### src/rtl/ram_burst_reader_pkg.sv
// Shared definitions for RAM burst readers: FSM state encoding common to
// the RTL, its benches and future burst blocks.
package ram_burst_reader_pkg;

    localparam int STATE_W = 2;

    typedef enum logic [STATE_W-1:0] {
        IDLE  = 2'd0,
        READ  = 2'd1,
        DRAIN = 2'd2,
        DONE  = 2'd3
    } state_t;

endpackage

### src/rtl/ram_burst_reader_if.sv
// Valid/ready word stream carrying RAM burst data to a downstream consumer.
interface ram_burst_reader_if #(
    parameter int DATA_WIDTH = 8
) ();
    logic [DATA_WIDTH-1:0] m_data;
    logic                  m_valid;
    logic                  m_ready;

    modport master (output m_data, output m_valid, input m_ready);
    modport slave  (input m_data, input m_valid, output m_ready);
endinterface

### src/rtl/ram_burst_reader.sv
// Walks an async-read RAM from base_addr for len words and streams them out
// on a valid/ready interface at one word per cycle.
module ram_burst_reader
    import ram_burst_reader_pkg::*;
#(
    parameter int ADDR_WIDTH = 8,
    parameter int DATA_WIDTH = 8
) (
    input  logic                  clk,
    input  logic                  reset,
    input  logic                  start,
    input  logic [ADDR_WIDTH-1:0] base_addr,
    input  logic [ADDR_WIDTH:0]   len,
    output logic [ADDR_WIDTH-1:0] ram_addr,
    input  logic [DATA_WIDTH-1:0] ram_dout,
    ram_burst_reader_if.master    m,
    output logic                  busy,
    output logic                  done_tick
);
    localparam logic [ADDR_WIDTH-1:0] ADDR_ONE = 1;
    localparam logic [ADDR_WIDTH:0]   LEN_ONE  = 1;
    localparam logic [ADDR_WIDTH:0]   LEN_ZERO = '0;

    state_t                state;
    logic [ADDR_WIDTH-1:0] addr_reg;
    logic [ADDR_WIDTH:0]   rem_reg;
    logic [DATA_WIDTH-1:0] data_reg;
    logic                  valid_reg;
    logic                  slot_free;

    // The output slot can take a new word if empty or being drained this edge.
    assign slot_free = !valid_reg || m.m_ready;

    always_ff @(posedge clk or posedge reset) begin
        if (reset) begin
            state     <= IDLE;
            addr_reg  <= '0;
            rem_reg   <= '0;
            data_reg  <= '0;
            valid_reg <= 1'b0;
        end else begin
            if (state != READ && valid_reg && m.m_ready)
                valid_reg <= 1'b0;

            case (state)
                IDLE: begin
                    if (start) begin
                        addr_reg <= base_addr;
                        rem_reg  <= len;
                        state    <= (len == LEN_ZERO) ? DONE : READ;
                    end
                end
                READ: begin
                    // A simultaneous handshake and load keeps valid_reg set.
                    if (slot_free) begin
                        data_reg  <= ram_dout;
                        valid_reg <= 1'b1;
                        addr_reg  <= addr_reg + ADDR_ONE;
                        rem_reg   <= rem_reg - LEN_ONE;
                        if (rem_reg == LEN_ONE)
                            state <= DRAIN;
                    end
                end
                DRAIN: begin
                    if (valid_reg && m.m_ready)
                        state <= DONE;
                end
                DONE: begin
                    state <= IDLE;
                end
                default: state <= IDLE;
            endcase
        end
    end

    assign ram_addr  = addr_reg;
    assign m.m_data  = data_reg;
    assign m.m_valid = valid_reg;
    assign busy      = (state != IDLE);
    assign done_tick = (state == DONE);
endmodule

### src/flat_wrapper.sv
// flat-port wrapper written by rule: the top's interface ports become plain ports
module ram_burst_reader_flat import ram_burst_reader_pkg::*;
#(
    parameter int ADDR_WIDTH = 8,
    parameter int DATA_WIDTH = 8
)
  (clk, reset, start, base_addr, len, ram_addr, ram_dout, busy, done_tick, m_m_data, m_m_valid, m_m_ready);
  ram_burst_reader_if #(.DATA_WIDTH(DATA_WIDTH)) m_i ();
  input  logic clk;
  input  logic reset;
  input  logic start;
  input  logic [ADDR_WIDTH-1:0] base_addr;
  input  logic [ADDR_WIDTH:0] len;
  output logic [ADDR_WIDTH-1:0] ram_addr;
  input  logic [DATA_WIDTH-1:0] ram_dout;
  output logic busy;
  output logic done_tick;
  output wire logic [$bits(m_i.m_data)-1:0] m_m_data;
  output wire logic [$bits(m_i.m_valid)-1:0] m_m_valid;
  input wire logic [$bits(m_i.m_ready)-1:0] m_m_ready;
  assign m_m_data = m_i.m_data;
  assign m_m_valid = m_i.m_valid;
  assign m_i.m_ready = m_m_ready;
  ram_burst_reader #(.ADDR_WIDTH(ADDR_WIDTH), .DATA_WIDTH(DATA_WIDTH)) u_core (.clk(clk), .reset(reset), .start(start), .base_addr(base_addr), .len(len), .ram_addr(ram_addr), .ram_dout(ram_dout), .m(m_i), .busy(busy), .done_tick(done_tick));
endmodule
### config.mk
export PLATFORM = sky130hd
export DESIGN_NAME = ram_burst_reader_flat
export DESIGN_NICKNAME = d
export VERILOG_FILES = /design/src/rtl/ram_burst_reader_pkg.sv /design/src/rtl/ram_burst_reader_if.sv /design/src/rtl/ram_burst_reader.sv /design/src/flat_wrapper.sv
export SDC_FILE = /design/constraint.sdc
export NUM_CORES = 1
export LEC_CHECK = 0
export ABC_AREA = 1
export ABC_CLOCK_PERIOD_IN_PS = 1800
export CORE_MARGIN = 5
export CORE_UTILIZATION = 25
export CTS_CLUSTER_DIAMETER = 50
export DETAILED_ROUTE_END_ITERATION = 16
export REMOVE_ABC_BUFFERS = 1
export SYNTH_ARGS = -nofsm -noshare
export SYNTH_HDL_FRONTEND = slang
export SYNTH_SLANG_ARGS = --single-unit
### constraint.sdc
create_clock -name clk -period 1.8 [get_ports clk]
set_clock_uncertainty 0.15 [all_clocks]
set_input_delay 0.36 -clock clk [delete_from_list [all_inputs] [get_ports clk]]
set_output_delay 0.36 -clock clk [all_outputs]
set_load 0.05 [all_outputs]
Word-level counts from Yosys, hierarchy flattened
Cells that the tools add are included.

storage, ports and cells
  input bits = 29
  output and inout port bits = 19
  register bits = 28
  word-level logic and storage cells = 43

operators by class
  add/sub/neg operators = 2
  reductions and logical operators = 12
  eq/ne operators = 9
  mux-type cells = 15

operators with widths
  cell                                                 count
  two-way mux 9 bit                                    2
  case mux 9 bit (2 select lines)                      1
  two-way mux 8 bit                                    2
  case mux 8 bit (2 select lines)                      1
  two-way mux 2 bit                                    5
  equality test 9 x 1 -> 1 bit, second input constant  1
  zero test 9 bit                                      1
  subtractor 9 x 1 -> 9 bit, second input constant     1
  adder 8 x 1 -> 8 bit, second input constant          1
  != test 2 x 1 -> 1 bit, second input constant        4
  case mux 2 bit (4 select lines)                      1
  equality test 2 bit, second input constant           2
  AND reduction 4 bit                                  1
  nonzero test 2 bit                                   2
  logical AND 1 bit                                    3
  two-way mux 1 bit                                    3
  AND reduction 3 bit                                  1
  equality test 2 x 1 -> 1 bit, second input constant  1
  zero test 2 bit                                      1
  != test 2 bit, second input constant                 1
  AND reduction 2 bit                                  1
  zero test 1 bit                                      1
  logical OR 1 bit                                     1

Longest topological paths before layout
  word-level depth = 6
  gate-level depth with buffers = 9
  mapped depth without buffers = 9

Least setup slack after synthesis
OpenSTA, ideal clock, no wires.

  path type = flip-flop to flip-flop
  start point = reg u_core.state[0]
  end point = reg u_core.addr_reg[1], in the netlist u_core.ram_addr[1]
  arrival time = 1.514 ns
  path slack = 0.012 ns
  data required time = 1.526 ns
  setup time = 0.124 ns
  path buffers = 1
  period minus slack after synthesis = 1.788 ns
  stages on the path, launching flop included = 8
  cells stage by stage = dfrtp_1 > inv_1 > ha_1 > inv_1 > a21oi_4 > buf_2 > o211ai_1 > nand2_1

on the way
  word-level cells in the longest chain between the ends = 3
  elaborated cells on any way between the ends = 7
  classes of those cells = eq/ne: 3; mux: 1; reduce/logical: 3

ends and longest elaborated chain
  what                                                                    line                    source
  start: declaration                                                      ram_burst_reader.sv:24  state_t state;
  start signal: assignment                                                ram_burst_reader.sv:50  state <= (len == LEN_ZERO) ? DONE : READ;
  equality test 2 x 1 -> 1 bit / zero test 2 bit (equally long branches)  ram_burst_reader.sv:45  case (state)
  != test 2 x 1 -> 1 bit (no line), or another cell as far along          -
  AND reduction 3 bit (no line)                                           -
  end signal: assignment                                                  ram_burst_reader.sv:48  addr_reg <= base_addr;
  end signal: assignment                                                  ram_burst_reader.sv:58  addr_reg <= addr_reg + ADDR_ONE;
  end: declaration                                                        ram_burst_reader.sv:25  logic [ADDR_WIDTH-1:0] addr_reg;

Parallel ways exist; a longest one is shown, timed or not.
A chain may end at the register's enable or synchronous reset.

Worst setup path after layout
  start point = reg u_core.state[0]
  end point = reg u_core.addr_reg[6], in the netlist u_core.ram_addr[6]

Same word-level chain as after synthesis.

==> metrics.md <==
| Metric | Value |
|---|---|
| Synth top area cells | dfrtp_1 (41%), nand2_1 (18%), nor2_1 (6.6%) |
| F_max | 592 MHz |
| Max Cap Viol | 0 |
| Share of cells above drive strength 1 | 19.9% |
| HP Class | primary input to async pin |
| Drt wl/cell | 11.2 µm |
| Area growth from synthesis to layout | 49.1% |
| Routed vias | 1621 |
| Combinational family with the most area after synthesis | simple AND/OR/NAND/NOR gates |
| Critical-path maximum fanout | 14 |
| Overflow after GRT | 0 |
| Clock Sinks | 28 |
| Setup TNS | 0 ps |
| Post-synthesis instance total | 228 |
| Compound-gate portion of the synthesized area | 9.06% |
| Post-route DRC | 0 |
| Flops & latches, synth | 28 |
| Crit Path Category | flop to flop |
| Crit. End Element | flop |
| Outcome | finished, final reports clean |
| CTS tree | yes |
| Detail Route Antenna Nets | 0 |
| Total track usage | 10.3% |
| CP Launch Type | flop |
| Post-synthesis average cell area | 7.45 µm² |
| Final hold violations | 0 |
| Post-DP HPWL | 3270 µm |
| Maximum VDD drop | 0.961 mV |
| RSZ-0062 raised after global routing | false |
| Die X | 92.4 µm |
| IO buf count | 47 |
| Seq pwr share | 24.2% |
| Synth Area in XOR/XNOR | 1.03% |
| Initial Utilization | 25.3% |
| Post-layout minimum cycle time | 1690 ps |
| Final setup violation count | 0 |
| Critical Path AT | 1710 ps |
| Synth top area share | 41.2% |
| Largest net degree at the start of global routing | 21 |
| Area leader, netlist | dfrtp_1 |
| Final Slew Violations | 0 |
| Distinct cell type count after synthesis | 22 |
| Area share of fa/ha/maj cells after synthesis | 5.15% |
| Least-Margin Pin Slew | 411 ps |
| Gpl congestion | 0.837 |
| Max reg flops | 9 |
| Vias per cell | 4.42 |
| Mux cell area share after synthesis | 5.30% |
| Logic pwr share | 69.3% |
| Final nets | 325 |
| CTS Root Cell | clkbuf_8 |
| Commonest non-fill, non-tap cell in the layout | nand2_1 |
| Post-Synth Simple-Gate Area | 31.7% |
| H-tree depth | 1 |
| Row count | 30 |
| Mapped Area | 1700 µm² |
| # diodes | 0 |
| Clock share of power | 6.5% |
| Leakage | 0.00121 µW |
| Core area | 6720 µm² |
| Finished Core Util | 37.7% |
| DRT iter0 DRCs | 78 |
| # IOs | 48 |
| Area of the die | 8550 µm² |
| Most frequent cells in the layout | nand2_1 (79), nor2_1 (30), clkdlybuf4s50_1 (28), dfrtp_1 (28) |
| Rel. slew slack | 72.3% |
| Vias in the first global route | 1656 |
| Switch Pwr | 2560 µW |
| Pwr Density | 2090 nW/µm² |
| Part of the Yosys area used for sequential elements | 41.2% |
| Critical Path RT | 1820 ps |
| Global-route wire length before repair | 7380 µm |
| Sw Share | 48.4% |
| Worst-skew pair later-pin latency | 270 ps |
| Num CTS Buffers | 3 |
| Tcrit/Tclk final | 93.9% |
| Die Y | 92.4 µm |
| Reg clk slew, reported paths | 100 ps |
| Initial antenna violation count | 0 |
| Max clock buf depth | 2 |
| Ys Warns | 0 |
| Internal | 2730 µW |
| Fill count | 672 |
| Pre-antenna DRT Iters | 4 |
| DRT Wirelength | 4100 µm |
## Yosys cell counts, drive strengths merged
| cell | n |
|---|---|
| a21oi | 4 |
| a31oi | 1 |
| buf | 6 |
| dfrtp | 28 |
| ha | 7 |
| inv | 20 |
| mux2 | 8 |
| nand2 | 80 |
| nand3 | 12 |
| nand3b | 2 |
| nand4 | 4 |
| nor2 | 30 |
| o211ai | 3 |
| o21ai | 15 |
| o21bai | 1 |
| o31ai | 1 |
| or2 | 4 |
| xor2 | 2 |
## per-layer routing
metal / routed length [µm] / global-route usage (%) / part of all wire (%)
met1: 1810 / 12.8 / 44
met2: 2010 / 17.7 / 49
met3: 256 / 2.68 / 6.2
met4: 29 / 2.60 / 0.71
met5: 0 / 0 / 0
## final cells by class
class | count | area, µm² | share of cell area [%]
Inverter | 20 | 75.1 | 2.96
Sequential cell | 28 | 701 | 27.7
Tap cell | 80 | 100 | 3.95
Timing Repair Buffer | 62 | 718 | 28.3
Multi-Input combinational cell | 174 | 898 | 35.5
Clock buffer | 3 | 41.3 | 1.63
## worst paths after layout
check / startpoint / slack [ps] / endpoint / cells after the start
setup reg to reg: u_core.state[0] / 110 / u_core.ram_addr[6] / 8
max in group asynchronous: reset / 1000 / u_core.rem_reg[6] / 3
setup / recovery: u_core.state[0] / 110 / u_core.ram_addr[6] / 8
min in group clk: u_core.rem_reg[2] / 350 / u_core.rem_reg[2] / 2
hold / removal: reset / 220 / u_core.m.m_data[5] / 3
hold reg to reg: u_core.rem_reg[2] / 350 / u_core.rem_reg[2] / 2
## worst max-delay path, stage by stage (launching register included)
cell and delay [ps]:
dfrtp_1 420, buf_4 150, ha_2 210, buf_6 160, o21ai_2 200, buf_6 160, nor2_1 40, nand2_1 50
nand2_1 40
## through the flow
stage	instance area [µm²]	power, µW	cells	worst slack, ps	hold slack (ps)
after floorplan	1660	3370	222	-515	275
after global placement	2450	4840	361	-5.77	332
after detailed placement	2450	4880	361	-36.7	345
after CTS	2490	5250	364	4.13	214
after global routing	2530	5770	367	0.468	270
final	2530	5280	367	110	218
## logic make-up (layout without fill, tap and decap cells)
kind of cell    Yosys count  after routing
buf+inv                  26             85
mux                       8              8
simple gates            132            132
compound gates           25             25
xor+xnor                  2              2
flops                    28             28
fa+ha+maj                 7              7
## power by group through the flow
stage               clock network [µW]  logic (µW)  registers, µW
finish                             343        3660           1280
floorplan                            0        1510           1860
global route                       383        4050           1340
CTS                                363        3600           1290
detailed placement                   0        3580           1300
global placement                     0        3550           1290
## what timing repair did
item / CTS / global route
pin swaps: 0 / 0
gates resized for setup: 1 / 8
buffers inserted: 0 / 3
setup endpoints to repair: 1 / 17
hold buffers: 0 / 0
Note: power is estimated with default switching activity, not from simulation.
